## config.mk

```make
export PLATFORM = sky130hd
export DESIGN_NAME = branch_predictor
export DESIGN_NICKNAME = d
export VERILOG_FILES = /design/src/rtl/branch_predictor.sv
export SDC_FILE = /design/constraint.sdc
export NUM_CORES = 2
export LEC_CHECK = 0
export CAP_MARGIN = 15
export CORE_ASPECT_RATIO = 0.6
export CORE_UTILIZATION = 55
export CTS_BUF_LIST = sky130_fd_sc_hd__clkbuf_4 sky130_fd_sc_hd__clkbuf_8
export CTS_CLUSTER_DIAMETER = 50
export DETAILED_ROUTE_END_ITERATION = 8
export PLACE_DENSITY = 0.79
export SYNTH_ARGS = -nofsm -noshare
export SYNTH_HDL_FRONTEND = slang
export SYNTH_SLANG_ARGS = --single-unit
export TNS_END_PERCENT = 30
```

## constraint.sdc

```tcl
create_clock -name clk -period 7.76 [get_ports clk]
set_clock_uncertainty 0.05 [all_clocks]
set_input_delay 2.328 -clock clk [delete_from_list [all_inputs] [get_ports clk]]
set_output_delay 2.328 -clock clk [all_outputs]
set_load 0.02 [all_outputs]
```

## src/rtl/branch_predictor.sv

```systemverilog
// ---------------------------------------------------------------------------
// branch_predictor
// Dynamic branch predictor for the pipelined RISC-V core. The branch target
// buffer is direct-mapped, with one entry per set. Each entry holds a valid
// bit, a tag, a target and a saturating counter.
//
// Lookup is combinational on the fetch PC. Updates are registered and come
// from the branch-resolve stage. The block also raises the mispredict/flush
// request, supplies the redirect PC and keeps saturating performance
// counters.
//
// Ports
//   clk, rst          clock, synchronous active-high reset
//   enable            global run enable; gates every state update
//   pc_if             fetch-stage PC
//   pred_taken        prediction for pc_if
//   pred_target       next fetch PC
//   upd_valid         a resolved branch/jump is presented this cycle
//   upd_pc            PC of the resolved instruction
//   upd_taken         actual outcome
//   upd_target        actual taken target
//   upd_pred_taken    prediction made at fetch (piped down)
//   upd_pred_target   predicted next PC carried down the pipe
//   mispredict        flush request
//   redirect_pc       correct next PC when mispredict=1
//   stat_branches     resolved-branch count (saturating)
//   stat_mispredicts  mispredict count (saturating)
// ---------------------------------------------------------------------------
module branch_predictor #(
   parameter int ADDR_W  = 64,
   parameter int ENTRIES = 16,
   parameter int TAG_W   = 8,
   parameter int CNT_W   = 2,
   parameter int STAT_W  = 32
) (
   input  logic              clk,
   input  logic              rst,
   input  logic              enable,
   input  logic [ADDR_W-1:0] pc_if,
   output logic              pred_taken,
   output logic [ADDR_W-1:0] pred_target,
   input  logic              upd_valid,
   input  logic [ADDR_W-1:0] upd_pc,
   input  logic              upd_taken,
   input  logic [ADDR_W-1:0] upd_target,
   input  logic              upd_pred_taken,
   input  logic [ADDR_W-1:0] upd_pred_target,
   output logic              mispredict,
   output logic [ADDR_W-1:0] redirect_pc,
   output logic [STAT_W-1:0] stat_branches,
   output logic [STAT_W-1:0] stat_mispredicts
);

   localparam int IDX_W = $clog2(ENTRIES);
   localparam logic [CNT_W-1:0]  CNT_MAX  = {CNT_W{1'b1}};
   localparam logic [CNT_W-1:0]  CNT_ZERO = {CNT_W{1'b0}};
   // Allocation starts weakly taken: only the counter MSB is set.
   localparam logic [CNT_W-1:0]  CNT_WEAK = CNT_W'(1) << (CNT_W - 1);
   localparam logic [STAT_W-1:0] STAT_MAX = {STAT_W{1'b1}};

   logic                valid_r  [ENTRIES];
   logic [TAG_W-1:0]    tag_r    [ENTRIES];
   logic [ADDR_W-1:0]   target_r [ENTRIES];
   logic [CNT_W-1:0]    cnt_r    [ENTRIES];
   logic [STAT_W-1:0]   stat_br_r;
   logic [STAT_W-1:0]   stat_mp_r;

   logic [IDX_W-1:0]    lk_idx_s;
   logic [TAG_W-1:0]    lk_tag_s;
   logic                lk_hit_s;
   logic [IDX_W-1:0]    up_idx_s;
   logic [TAG_W-1:0]    up_tag_s;
   logic                up_hit_s;
   logic                mispredict_s;

   // Split both PCs into index and tag. Bits [1:0] never take part.
   assign lk_idx_s = pc_if[IDX_W+1:2];
   assign lk_tag_s = pc_if[IDX_W+TAG_W+1:IDX_W+2];
   assign up_idx_s = upd_pc[IDX_W+1:2];
   assign up_tag_s = upd_pc[IDX_W+TAG_W+1:IDX_W+2];

   // Fetch lookup. It reads the pre-update array, so a same-cycle update
   // becomes visible only on the following cycle.
   always_comb begin
      lk_hit_s = valid_r[lk_idx_s] && (tag_r[lk_idx_s] == lk_tag_s);
      if (lk_hit_s && cnt_r[lk_idx_s][CNT_W-1]) begin
         pred_taken  = 1'b1;
         pred_target = target_r[lk_idx_s];
      end else begin
         pred_taken  = 1'b0;
         pred_target = pc_if + ADDR_W'(4);
      end
   end

   // Mispredict detection and redirect PC. These do not depend on enable.
   always_comb begin
      up_hit_s     = valid_r[up_idx_s] && (tag_r[up_idx_s] == up_tag_s);
      mispredict_s = upd_valid &&
                     ((upd_taken != upd_pred_taken) ||
                      (upd_taken && (upd_target != upd_pred_target)));
      if (upd_taken) begin
         redirect_pc = upd_target;
      end else begin
         redirect_pc = upd_pc + ADDR_W'(4);
      end
   end

   assign mispredict       = mispredict_s;
   assign stat_branches    = stat_br_r;
   assign stat_mispredicts = stat_mp_r;

   // BTB state: clear on reset, otherwise train on enabled resolve updates.
   always_ff @(posedge clk) begin
      if (rst) begin
         for (int i = 0; i < ENTRIES; i++) begin
            valid_r[i]  <= 1'b0;
            tag_r[i]    <= {TAG_W{1'b0}};
            target_r[i] <= {ADDR_W{1'b0}};
            cnt_r[i]    <= CNT_ZERO;
         end
      end else if (enable && upd_valid) begin
         if (up_hit_s) begin
            if (upd_taken) begin
               target_r[up_idx_s] <= upd_target;
               if (cnt_r[up_idx_s] != CNT_MAX) begin
                  cnt_r[up_idx_s] <= cnt_r[up_idx_s] + CNT_W'(1);
               end
            end else if (cnt_r[up_idx_s] != CNT_ZERO) begin
               cnt_r[up_idx_s] <= cnt_r[up_idx_s] - CNT_W'(1);
            end
         end else if (upd_taken) begin
            // A taken miss allocates the entry or replaces the alias.
            valid_r[up_idx_s]  <= 1'b1;
            tag_r[up_idx_s]    <= up_tag_s;
            target_r[up_idx_s] <= upd_target;
            cnt_r[up_idx_s]    <= CNT_WEAK;
         end
      end
   end

   // Saturating performance counters. They never wrap.
   always_ff @(posedge clk) begin
      if (rst) begin
         stat_br_r <= {STAT_W{1'b0}};
         stat_mp_r <= {STAT_W{1'b0}};
      end else if (enable) begin
         if (upd_valid && (stat_br_r != STAT_MAX)) begin
            stat_br_r <= stat_br_r + STAT_W'(1);
         end
         if (mispredict_s && (stat_mp_r != STAT_MAX)) begin
            stat_mp_r <= stat_mp_r + STAT_W'(1);
         end
      end
   end

endmodule

```

Yosys cells after proc, flatten, opt, wreduce, memory -nomap -nowiden
Memories as Yosys holds them, arrays and structs flattened.
Cells that the tools add are included.
- bits in registers: 64
- bits in writable memories: 1200
- input port bits: 262
- word-level logic and storage cells: 79
- memories: 4
- memory list (memory ; words ; width ; rd ports ; clocked after Yosys merged registers in ; write ports ; line ; RTL):
    target_r ; 16 ; 64 ; 1 ; 0 ; 16 ; 63 ; logic [ADDR_W-1:0] target_r [ENTRIES];
    tag_r ; 16 ; 8 ; 2 ; 0 ; 16 ; 62 ; logic [TAG_W-1:0] tag_r [ENTRIES];
    cnt_r ; 16 ; 2 ; 2 ; 0 ; 16 ; 64 ; logic [CNT_W-1:0] cnt_r [ENTRIES];
    valid_r ; 16 ; 1 ; 2 ; 0 ; 16 ; 61 ; logic valid_r [ENTRIES];
- add/subtract/negate cells: 6
- equality and inequality tests: 7
- muxes and demuxes: 41
- bitwise operators: 3
- reductions and logical operators: 16
- operators with widths (operator ; number):
    2-to-1 mux 64 bit ; 4
    adder 64 x 3 -> 64 bit, second input constant ; 2
    adder 32 x 1 -> 32 bit, second input constant ; 2
    inequality test 32 bit, second input constant ; 2
    inequality test 64 bit ; 1
    OR reduction 64 bit ; 1
    2-to-1 mux 1 bit ; 29
    equality test 8 bit ; 2
    2-to-1 mux 4 bit ; 4
    logical AND 1 bit ; 8
    2-to-1 mux 8 bit ; 1
    OR reduction 8 bit ; 1
    2-to-1 mux 2 bit ; 3
    AND reduction 2 bit ; 2
    bitwise OR 1 bit ; 3
    adder 2 x 1 -> 2 bit, second input constant ; 1
    inequality test 2 bit, second input constant ; 1
    nonzero test 2 bit ; 1
    OR reduction 2 bit ; 1
    subtractor 2 x 1 -> 2 bit, second input constant ; 1
    logical OR 1 bit ; 1
    inequality test 1 bit ; 1
    OR reduction 1 bit ; 1

Logic depth before layout (Yosys ltp)
An unclocked memory read counts as a cell.
- depth in word-level cells: 12
- depth in mapped cells: 13
- gate-level depth less buffers: 9

Worst setup path before layout
No wires, ideal clock.
- path type: input port to output port
- start: input pc_if[3]
- end: output pred_target[6]
- data arrival time: 5592 ps
- required time: 5382 ps
- path slack: -210 ps
- cell stages on the path: 10
- cells stage by stage: clkbuf_1 > mux4_2 > mux4_2 > xnor2_1 > nand3_1 > nor4bb_1 > buf_2 > clkbuf_1 > nor3_1 > a211oi_1
- cells in the longest elaborated chain, start to end: 5
- elaborated cells between the ends (all ways): 9
- those cells by class: add/sub (1); eq/ne (1); mux (1); reduce/logical (2); memory (4)
- RTL lines (element ; line ; RTL):
    start, declared ; 39 ; input logic [ADDR_W-1:0] pc_if,
    parallel branches: the longest is 4 deep, another holds adder 64 x 3 -> 64 bit ; -- ;
    2-to-1 mux 64 bit (*) ; 86 ; if (lk_hit_s && cnt_r[lk_idx_s][CNT_W-1]) begin
    end, declared ; 41 ; output logic [ADDR_W-1:0] pred_target,
Every way passes the cells marked *.

Worst setup path in the final report
- start: input pc_if[2]
- end: output pred_target[17]
Same word-level chain as after synthesis.

==> results.cfg <==
[worst_setup_path]
endpoint_kind = output pin
path_class = in2out
crit_arrival_ns = 5.41
critPathMaxFanout = 19
cp.required_ns = 5.38
start_kind = primary input

[yosys]
synth_cells = 4448
synth_top_area_cell = edfxtp_1
ys_seq_area_share_pct = 59.7
syn_nets = 4717
synth_seq_cells = 1264
yosysTopAreaCellShare_pct = 57.2
synth_enable_flop_cells = 1184
synth.avg_cell_area_um2 = 14.0
synth_warnings = 0
ys.flop_type = edfxtp_1
yosysUniqueCellTypes = 66
yosys-top-cells-area = edfxtp_1 (57%), mux4_2 (15%), and2_1 (10%), dfxtp_1 (2.6%), clkbuf_1 (1.8%)
synthesis.area_mm2 = 0.0622
async_flop_share_pct = 0

[global_route]
grt_overflow = 0
grt_pass1_vias = 42168
antenna_found_initial = 18
grt_start_max_net_pins = 142
grt_use_total_pct = 36.1
grt_pass1_wl_mm = 296

[timing]
max_slew_margin_pct = 16.9
tightest_slew_ns = 1.25
setup_viol_count_final = 7
setup_slack_ns = -0.0294
final_hold_viol_count = 0
finalCritPeriodShare_pct = 100
min_period_ns = 7.79
finalMaxSlewViolations = 0
rsz0062_at_grt = yes
max_freq_ghz = 0.128

[pwr]
powerDensity_mw_per_mm2 = 200
combPwrFrac_pct = 11.7
p_switching_uw = 3710
p_int_uw = 11100
peakVddDrop_mv = 0.156
sequentialPowerShare_pct = 53.2
clockPowerShare_pct = 35.1
swShare_pct = 25.0
power.leakage_uw = 0.0257

[clock_network]
htreeDepth = 4
clk_path_buf_depth = 3
cts_buffers = 176
clkSlewWorstSetupHoldPaths_ns = 0.07
ctsRootBufferMaster = clkbuf_8
cts_tree = built
clock-sinks = 1264
clk_latency_ns = 0.89

[floorplanning]
initial_core_util_pct = 55.5
die_h_um = 262
floorplan.die_area_mm2 = 0.114
ioPinCount = 456
rows = 95
die_w_um = 436
coreArea_mm2 = 0.112

[routing]
wl_met2_mm = 88.5
top_layer = met5
vias = 43488
drt_first_iter_violations = 7309
wl_per_cell_um = 31.0
final_antenna_net_count = 0
wl_met3_mm = 33.0
m1WireLength_mm = 74.6
drcViolationCount = 0
viasPerCell = 6.46
drt_pass1_iterations = 8
wirelength_mm = 208

[finish]
layout_common_cells = edfxtp_1 (1184), and2_1 (990), mux4_2 (402)
layout-drive-gt1-share_pct = 22.9
final_core_util_pct = 66.3
area_growth_pct = 19.4
final_nets = 5355
mostFrequentLayoutCell = edfxtp_1

[place]
portBuffers = 455
hpwl_mm = 126
gp_congestion = 1.00
dp_slack_ns = -0.910

[job]
drv_cap = 0

[worst_hold_path]
holdCritPathClass = reg2reg

[run_status]
status = complete, but fails checks
violations = negative setup slack
## layer usage
layer | track usage (%) | up-vias
li1 | - | 17659
met1 | 49.8 | 21434
met2 | 50.6 | 3833
met3 | 12.1 | 552
met4 | 19.3 | 10
met5 | 0 | -
## power by group through the flow
stage	logic (uW)	clock network [uW]	registers (uW)
finish	1730	5200	7880
global route	1770	5440	7900
detailed placement	1680	0	8010
floorplan	866	0	7960
CTS	1690	5190	7870
global placement	1670	0	7990
## registers in the layout (all words and copies together), names as in the netlist
signal and cells:
cnt_r 32, stat_branches 32, target_r 1024, tag_r 128, stat_mispredicts 32, valid_r 16
## worst max-delay path: stages
cell	delay (ns)
buf_12	0.10
buf_16	0.19
mux4_2	0.58
mux2i_1	0.23
xnor2_1	0.10
nor3_2	0.28
a31oi_1	0.14
nor4bb_4	0.37
buf_6	0.24
buf_6	0.17
mux2_2	0.33
dlygate4sd2_1	0.32
## through the flow
step	setup TNS, ns	std cells	instance area (um^2)	power, uW	hold WS, ns
after detailed placement	-52.25	6390	70400	9700	0.432
after global placement	-49.15	6390	70400	9660	0.421
after global routing	-1.38	6725	74200	15100	0.461
after floorplan	-1.48	4448	62200	8830	0.408
after CTS	-0.255	6716	74200	14800	0.442
final	-0.130	6727	74200	14800	0.443
## Yosys cell counts (28+ instances only)
library cell  instances
and2_1              990
and3_1               35
buf_1                34
clkbuf_1            304
dfxtp_1              80
edfxtp_1           1184
inv_1                42
mux2i_1              28
mux4_2              402
nand2_1             205
nand3_1              92
nand4_1              43
nor2_1              262
nor3_1               75
nor4_1               28
o21ai_0             127
xnor2_1             106
xor2_1              123
## final cells by class
type	count	area, um^2
clock inverter	65	400
inverter	46	178
tap	1503	1880
timing repair buffer	826	7850
clock buffer	243	2990
sequential	1264	37200
antenna	8	20.0
multi-input combinational	2772	23800
fill	7738	37700
## path summary, 6_finish.rpt
path                             startpoint                         end  slack (ns)  cells past startpoint
hold reg to reg         valid_r[15]$_DFF_P_         valid_r[15]$_DFF_P_        0.44                      2
hold / removal          valid_r[15]$_DFF_P_         valid_r[15]$_DFF_P_        0.44                      2
setup reg to reg  tag_r[8][6]$_SDFFCE_PN0P_  cnt_r[14][1]$_SDFFCE_PN0P_        3.75                      9
setup / recovery                   pc_if[2]             pred_target[17]       -0.03                     12
## cell families (layout without fill, tap and decap cells)
kind of cell / Yosys count / after routing / synth area share, %
buffers and inverters: 412 / 1180 / 2.57
XOR/XNOR: 229 / 229 / 3.22
AND/OR/NAND/NOR: 1848 / 1848 / 16.6
other: 0 / 8 / 0
AO/OA/AOI/OAI: 233 / 233 / 2.26
multiplexers: 455 / 455 / 15.5
flip-flops: 1264 / 1264 / 59.7
adder cells (fa/ha/maj): 7 / 7 / 0.141
## what timing repair did
action	CTS	global route
hold buffers	0	0
buffers inserted	10	4
gates resized for setup	174	59
endpoints found under the setup margin	78	63
pin swaps	10	7
cloned	8	1
(Power assumes the default switching activity.)
